## src/rtl/loader_pkg.sv

```systemverilog
`default_nettype none
// ============================================================================
//  Module   : loader_pkg
//  Purpose  : Shared constants for the ROM stream loader: FSM state encoding,
//             default address width, ROM index values and a counter sizing
//             helper.
//  Revision : 1.0 - initial release
// ============================================================================
package loader_pkg;

    // Default download address width (16 KiB maximum transfer)
    localparam int unsigned c_DEFAULT_ADDR_W = 14;

    // Well-known target ROM indices on the download bus
    localparam logic [7:0] IDX_PGROM = 8'd0;
    localparam logic [7:0] IDX_CHROM = 8'd1;

    // Loader FSM state encoding
    typedef logic [2:0] state_t;
    localparam state_t c_ST_IDLE   = 3'd0;
    localparam state_t c_ST_ACCEPT = 3'd1;
    localparam state_t c_ST_WRITE  = 3'd2;
    localparam state_t c_ST_GAP    = 3'd3;
    localparam state_t c_ST_FINISH = 3'd4;
    localparam state_t c_ST_HOLD   = 3'd5;

    // Width needed to hold (max(a,b) - 1); never less than one bit
    function automatic int unsigned delay_cnt_width(input int unsigned a,
                                                    input int unsigned b);
        int unsigned m;
        m = (a > b) ? a : b;
        return (m < 2) ? 1 : $clog2(m);
    endfunction

endpackage
`default_nettype wire

```

## src/rtl/ld_delay_cnt.sv

```systemverilog
`default_nettype none
// ============================================================================
//  Module   : ld_delay_cnt
//  Purpose  : Loadable down-counter with zero flag. Load has priority over
//             decrement; the count saturates at zero.
//  Revision : 1.0 - initial release
// ============================================================================
module ld_delay_cnt #(
    parameter int unsigned WIDTH = 4
) (
    input  logic             clk,
    input  logic             rst,
    input  logic             i_load,
    input  logic [WIDTH-1:0] i_load_val,
    input  logic             i_dec,
    output logic             o_zero
);

    logic [WIDTH-1:0] r_count;

    // Load a new delay, or count down towards zero
    always_ff @(posedge clk) begin
        if (rst) begin
            r_count <= '0;
        end else if (i_load) begin
            r_count <= i_load_val;
        end else if (i_dec && (r_count != '0)) begin
            r_count <= r_count - WIDTH'(1);
        end
    end

    assign o_zero = (r_count == '0);

endmodule
`default_nettype wire

```

## src/rtl/rom_stream_loader.sv

```systemverilog
`default_nettype none
// ============================================================================
//  Module   : rom_stream_loader
//  Purpose  : Drives the ROM download bus from a valid/ready byte stream.
//             One dn_wr per byte at incrementing addresses from zero, with
//             the CPU held in reset for the transfer plus a settle window.
//  Revision : 1.0 - initial release
// ============================================================================
module rom_stream_loader
    import loader_pkg::*;
#(
    parameter int unsigned ADDR_W     = c_DEFAULT_ADDR_W,
    parameter int unsigned WR_GAP     = 1,
    parameter int unsigned RESET_HOLD = 16
) (
    input  logic              clk_sys,
    input  logic              reset,
    input  logic              start,
    input  logic [7:0]        start_index,
    input  logic [ADDR_W:0]   start_len,
    input  logic              s_valid,
    input  logic [7:0]        s_data,
    output logic              s_ready,
    output logic [ADDR_W-1:0] dn_addr,
    output logic [7:0]        dn_data,
    output logic              dn_wr,
    output logic [7:0]        dn_index,
    output logic              busy,
    output logic              done,
    output logic [7:0]        checksum,
    output logic              cpu_reset
);

    localparam int unsigned       c_CNT_W     = delay_cnt_width(WR_GAP, RESET_HOLD);
    localparam logic [ADDR_W:0]   c_MAX_LEN   = {1'b1, {ADDR_W{1'b0}}};
    // Counter is loaded with (cycles - 1) so the state lasts exactly 'cycles'
    localparam logic [c_CNT_W-1:0] c_GAP_LOAD  = (WR_GAP == 0) ? '0 : c_CNT_W'(WR_GAP - 1);
    localparam logic [c_CNT_W-1:0] c_HOLD_LOAD = (RESET_HOLD == 0) ? '0 : c_CNT_W'(RESET_HOLD - 1);

    state_t              r_state;
    logic                r_s_ready;
    logic                r_dn_wr;
    logic                r_busy;
    logic                r_done;
    logic [ADDR_W-1:0]   r_dn_addr;
    logic [ADDR_W-1:0]   r_last_addr;
    logic [7:0]          r_dn_data;
    logic [7:0]          r_dn_index;
    logic [7:0]          r_checksum;

    state_t              w_state_nxt;
    logic                w_accept;
    logic                w_wr_last;
    logic [ADDR_W-1:0]   w_last_addr;
    logic                w_cnt_load;
    logic [c_CNT_W-1:0]  w_cnt_load_val;
    logic                w_cnt_dec;
    logic                w_cnt_zero;

    // Oversized lengths clamp to a full address space; since the address
    // equals the byte count, the last address doubles as the end marker.
    assign w_last_addr = (start_len >= c_MAX_LEN) ? {ADDR_W{1'b1}}
                                                  : start_len[ADDR_W-1:0] - ADDR_W'(1);
    assign w_accept    = (r_state == c_ST_ACCEPT) && r_s_ready && s_valid;
    assign w_wr_last   = (r_dn_addr == r_last_addr);

    // Next-state and delay-counter control
    always_comb begin
        w_state_nxt    = r_state;
        w_cnt_load     = 1'b0;
        w_cnt_load_val = '0;
        w_cnt_dec      = 1'b0;
        case (r_state)
            c_ST_IDLE: begin
                if (start) begin
                    w_state_nxt = (start_len == '0) ? c_ST_FINISH : c_ST_ACCEPT;
                end
            end
            c_ST_ACCEPT: begin
                if (w_accept) begin
                    w_state_nxt = c_ST_WRITE;
                end
            end
            c_ST_WRITE: begin
                if (w_wr_last) begin
                    w_state_nxt = c_ST_FINISH;
                end else if (WR_GAP == 0) begin
                    w_state_nxt = c_ST_ACCEPT;
                end else begin
                    w_state_nxt    = c_ST_GAP;
                    w_cnt_load     = 1'b1;
                    w_cnt_load_val = c_GAP_LOAD;
                end
            end
            c_ST_GAP: begin
                if (w_cnt_zero) begin
                    w_state_nxt = c_ST_ACCEPT;
                end else begin
                    w_cnt_dec = 1'b1;
                end
            end
            c_ST_FINISH: begin
                if (RESET_HOLD == 0) begin
                    w_state_nxt = c_ST_IDLE;
                end else begin
                    w_state_nxt    = c_ST_HOLD;
                    w_cnt_load     = 1'b1;
                    w_cnt_load_val = c_HOLD_LOAD;
                end
            end
            c_ST_HOLD: begin
                if (w_cnt_zero) begin
                    w_state_nxt = c_ST_IDLE;
                end else begin
                    w_cnt_dec = 1'b1;
                end
            end
            default: begin
                w_state_nxt = c_ST_IDLE;
            end
        endcase
    end

    // Shared timer for the inter-write gap and the post-transfer hold
    ld_delay_cnt #(
        .WIDTH (c_CNT_W)
    ) u_delay_cnt (
        .clk        (clk_sys),
        .rst        (reset),
        .i_load     (w_cnt_load),
        .i_load_val (w_cnt_load_val),
        .i_dec      (w_cnt_dec),
        .o_zero     (w_cnt_zero)
    );

    // State, registered strobes and download-bus datapath
    always_ff @(posedge clk_sys) begin
        if (reset) begin
            r_state     <= c_ST_IDLE;
            r_s_ready   <= 1'b0;
            r_dn_wr     <= 1'b0;
            r_busy      <= 1'b0;
            r_done      <= 1'b0;
            r_dn_addr   <= '0;
            r_last_addr <= '0;
            r_dn_data   <= '0;
            r_dn_index  <= '0;
            r_checksum  <= '0;
        end else begin
            r_state   <= w_state_nxt;
            r_s_ready <= (w_state_nxt == c_ST_ACCEPT);
            r_dn_wr   <= (w_state_nxt == c_ST_WRITE);
            r_busy    <= (w_state_nxt == c_ST_ACCEPT) || (w_state_nxt == c_ST_WRITE) ||
                         (w_state_nxt == c_ST_GAP);
            r_done    <= (w_state_nxt == c_ST_FINISH);

            if ((r_state == c_ST_IDLE) && start) begin
                r_dn_index  <= start_index;
                r_last_addr <= w_last_addr;
                r_dn_addr   <= '0;
                r_checksum  <= '0;
            end

            if (w_accept) begin
                r_dn_data <= s_data;
            end

            if (r_state == c_ST_WRITE) begin
                r_checksum <= r_checksum + r_dn_data;
                if (!w_wr_last) begin
                    r_dn_addr <= r_dn_addr + ADDR_W'(1);
                end
            end
        end
    end

    // Strobes are masked by reset so nothing is written or accepted in the
    // reset cycle itself, even if the registers still hold an active value.
    assign s_ready   = r_s_ready & ~reset;
    assign dn_wr     = r_dn_wr & ~reset;
    assign dn_addr   = r_dn_addr;
    assign dn_data   = r_dn_data;
    assign dn_index  = r_dn_index;
    assign busy      = r_busy;
    assign done      = r_done;
    assign checksum  = r_checksum;
    assign cpu_reset = reset | (r_state != c_ST_IDLE);

endmodule
`default_nettype wire

```

## config.mk

```make
export PLATFORM = sky130hd
export DESIGN_NAME = rom_stream_loader
export DESIGN_NICKNAME = d
export VERILOG_FILES = /design/src/rtl/loader_pkg.sv /design/src/rtl/ld_delay_cnt.sv /design/src/rtl/rom_stream_loader.sv
export SDC_FILE = /design/constraint.sdc
export NUM_CORES = 1
export LEC_CHECK = 0
export CORE_UTILIZATION = 50
export CTS_CLUSTER_DIAMETER = 60
export CTS_CLUSTER_SIZE = 24
export DETAILED_ROUTE_END_ITERATION = 10
export PLACE_DENSITY = 0.81
export SLEW_MARGIN = 10
export SYNTH_ARGS = -nofsm -noshare
export SYNTH_HDL_FRONTEND = slang
export SYNTH_SLANG_ARGS = --single-unit
```

## constraint.sdc

```tcl
create_clock -name clk_sys -period 2.6 [get_ports clk_sys]
set_clock_uncertainty 0.1 [all_clocks]
set_input_delay 0.65 -clock clk_sys [delete_from_list [all_inputs] [get_ports clk_sys]]
set_output_delay 0.65 -clock clk_sys [all_outputs]
set_load 0.01 [all_outputs]
```

==> results of run 1 <==
-- layout by cell type, fill, tap and decap left out, drive strengths merged, types with 5 or more instances in the layout --
| master | n |
|---|---|
| nand2 | 41 |
| nor2 | 38 |
| or3 | 8 |
| xnor2 | 10 |
| clkdlybuf4s50 | 64 |
| mux2i | 10 |
| inv | 9 |
| nor4 | 8 |
| o21ai | 6 |
| a311oi | 5 |
| clkbuf | 10 |
| dfxtp | 63 |
| a21boi | 5 |
| a21oi | 28 |
| nor3 | 14 |
| xor2 | 23 |
| nor2b | 6 |
| buf | 40 |
| nand3 | 17 |
| dlymetal6s2s | 10 |
| ha | 10 |
| o22ai | 7 |
-- per-layer routing --
layer	part of all wire, %	wire length, µm	track usage (%)
met5	0	0	0
met4	2.5	225	14.39
met3	6.7	603	6.667
met2	50	4571	48.76
met1	40	3659	33.97
-- per-stage QoR --
| step | power, W | area [µm²] | util, % |
|---|---|---|---|
| after CTS | 0.002198 | 4472 | 74.21 |
| after global placement | 0.001368 | 4240 | 70.37 |
| after global routing | 0.002284 | 4526 | 75.10 |
| after floorplan | 0.001212 | 3192 | - |
| after detailed placement | 0.001380 | 4240 | 70.37 |
| final | 0.002202 | 4526 | 75.10 |
-- critical path, stage by stage --
cell and delay, ns:
clkdlybuf4s15_1 0.18, inv_1 0.07, ha_2 0.18, nor4b_4 0.23, nand4_1 0.24, a221oi_2 0.36, and2b_2 0.28, buf_12 0.14
mux2i_1 0.19, nor2_1 0.06
-- what timing repair did --
item / 4_1_cts / 5_1_grt
setup buffers: 1 / 2
gates resized for setup: 6 / 14
cloned: 1 / 0
endpoints found under the setup margin: 8 / 9
pin swaps: 4 / 6
-- state kept, by name (all words and copies together) (netlist names) --
signal,count
busy,1
checksum,8
dn_addr,14
dn_data,8
dn_index,8
done,1
r_dn_wr,1
r_last_addr,14
r_s_ready,1
r_state,3
u_delay_cnt.r_count,4
-- how the worst max path moves through the flow --
stage	start	end	slack (ns)	depth (start not counted)
final	start_len[1]	dn_data[7]	0.13	10
after detailed placement	start_len[1]	dn_data[5]	-0.39	10
after global placement	start_len[9]	dn_data[5]	-0.26	9
after floorplan	start_len[0]	dn_data[0]	0.19	9
after global routing	start_len[0]	dn_data[7]	0.004	10
after CTS	start_len[12]	dn_data[7]	0.005	9
-- final cells by class --
cell class | instances | area [µm²] | share of cell area, %
Inverter | 9 | 33.78 | 0.7465
Clock inverter | 6 | 61.31 | 1.355
Multi-Input combinational cell | 285 | 1832 | 40.48
Clock buffer | 10 | 127.6 | 2.820
Timing Repair Buffer | 116 | 1116 | 24.66
Tap cell | 75 | 93.84 | 2.074
Sequential cell | 63 | 1261 | 27.87
-- power breakdown --
part / leakage (nW) / switching (W) / internal [W]
clock network: 0.0960 / 0.000387 / 0.000439
logic: 1.26 / 0.000165 / 0.000175
registers: 0.513 / 0.0000300 / 0.00101
-- cell families after synthesis --
logic type / Yosys count
AND/OR/NAND/NOR: 160
AO/OA/AOI/OAI: 71
flip-flops: 63
XOR/XNOR: 33
buffers and inverters: 27
adder cells (fa/ha/maj): 11
multiplexers: 10
==> impl_metrics.json, run 1 <==
{
  "hpwl_mm": 6.166,
  "grt_use_total_pct": 28.83,
  "worstPathMaxFanout": 5,
  "yosys.area.top_type": "dfxtp_1",
  "drv_slew": 0,
  "peakVddDrop_mv": 0.3067,
  "placed_cells": 544,
  "ant_nets": 0,
  "fin_tns_setup_ns": 0,
  "io-pin-count": 78,
  "synth_top_cell_area_share_pct": 39.51,
  "synthMuxAreaShare_pct": 3.136,
  "mappedNetlistNets": 421,
  "wirelength_mm": 9.059,
  "viasPerCell": 5.828,
  "cts_max_path_buffers": 2,
  "diodes": 0,
  "grt_overflow": 0,
  "fin_cells": 564,
  "die_w_um": 81.90,
  "whs_path_depth": 2,
  "hold_ws_ns": 0.3588,
  "cp-start-kind": "primary input",
  "cts_buffers": 9,
  "synth_top_family_by_area": "simple AND/OR/NAND/NOR gates",
  "path_clk_slew_ns": 0.07,
  "synth_most_common_cell": "dfxtp_1",
  "antenna_found_initial": 0,
  "drc_errors": 0,
  "min_period_over_period_pct": 94.89,
  "syn_area_mm2": 0.003192,
  "dr.pass1.iters": 7,
  "synth-adder-area-share_pct": 4.547,
  "dominantRegCellSynth": "dfxtp_1",
  "port-buffer-count": 77,
  "rsz0062_at_grt": "false",
  "ys_top_cells_by_count": "63 x dfxtp_1, 41 x nand2_1, 38 x nor2_1",
  "clock-root-buffer": "clkbuf_8",
  "crit_required_ns": 2.71,
  "nFillCells": 432,
  "worstHoldEndpoint": "dn_index[4]",
  "run_status": "finished clean",
  "ys_seq_area_share_pct": 39.51,
  "yosysWarnings": 0,
  "grt_pass1_wl_mm": 14.66,
  "rr_endpoint": "dn_data[7]",
  "r2r_cells": 9,
  "setup_viol": 0,
  "synth_edf_count": 0,
  "cts_tree": "done",
  "die_area_mm2": 0.006707,
  "ff2ff_setup_slack_ns": 0.28,
  "tightest_slew_ns": 0.5614,
  "vias": 3287,
  "postSynthCellCount": 375,
  "drt_iter0_drc": 294,
  "ys_types": 51,
  "synth_xor_area_share_pct": 9.055,
  "die_height_um": 81.90,
  "clk_latency_ns": 0.33,
  "synth-simple-area-share_pct": 25.64,
  "drt-wirelength-per-cell_um": 16.06,
  "worst_hold_path_type": "register to register",
  "criticalPathCategory": "primary input to register",
  "clkSinkCount": 63,
  "gp_congestion": 0.8157,
  "grt_pass1_vias": 3148,
  "layout_setup_ws_ns": 0.1329,
  "row_count": 28,
  "htreeDepth": 3,
  "cp-end-kind": "register",
  "drive_gt1_share_pct": 12.88,
  "powerDensity_mw_per_mm2": 486.5,
  "leakagePower_nw": 1.869,
  "synthTopCellsByArea": "dfxtp_1 40%, xor2_1 6.3%, nand2_1 4.8%",
  "avgSynthCellArea_um2": 8.511,
  "worstHoldStart": "dn_index[4]",
  "async_flop_share_pct": 0,
  "max_freq_mhz": 405.3,
  "crit_arrival_ns": 2.58,
  "cts_hold_buf": 0,
  "slew-limit-headroom_pct": 62.44,
  "min_period_ns": 2.467,
  "grt_max_degree": 42,
  "pre_cts_ws_ns": -0.3933,
  "synth_compound_area_share_pct": 14.35,
  "timing.rr.start": "u_delay_cnt.r_count[0]",
  "coreArea_mm2": 0.006026,
  "hold_viol_final": 0,
  "ys_ff_latch": 63,
  "syn_to_final_growth_pct": 41.79,
  "drv_cap": 0,
  "start_util_pct": 52.97,
  "nets": 530
}
No activity file was read; power rests on OpenSTA's default activity.
==> inputs of run 2 (changes only) <==
--- a/config.mk
+++ b/config.mk
@@ -9,6 +9,7 @@
 export CTS_CLUSTER_DIAMETER = 60
 export CTS_CLUSTER_SIZE = 24
 export DETAILED_ROUTE_END_ITERATION = 10
+export GPL_ROUTABILITY_DRIVEN = 0
 export PLACE_DENSITY = 0.81
 export SLEW_MARGIN = 10
 export SYNTH_ARGS = -nofsm -noshare
==> results of run 2 <==
Final layout, timing and power as in run 1 (identical DEF).
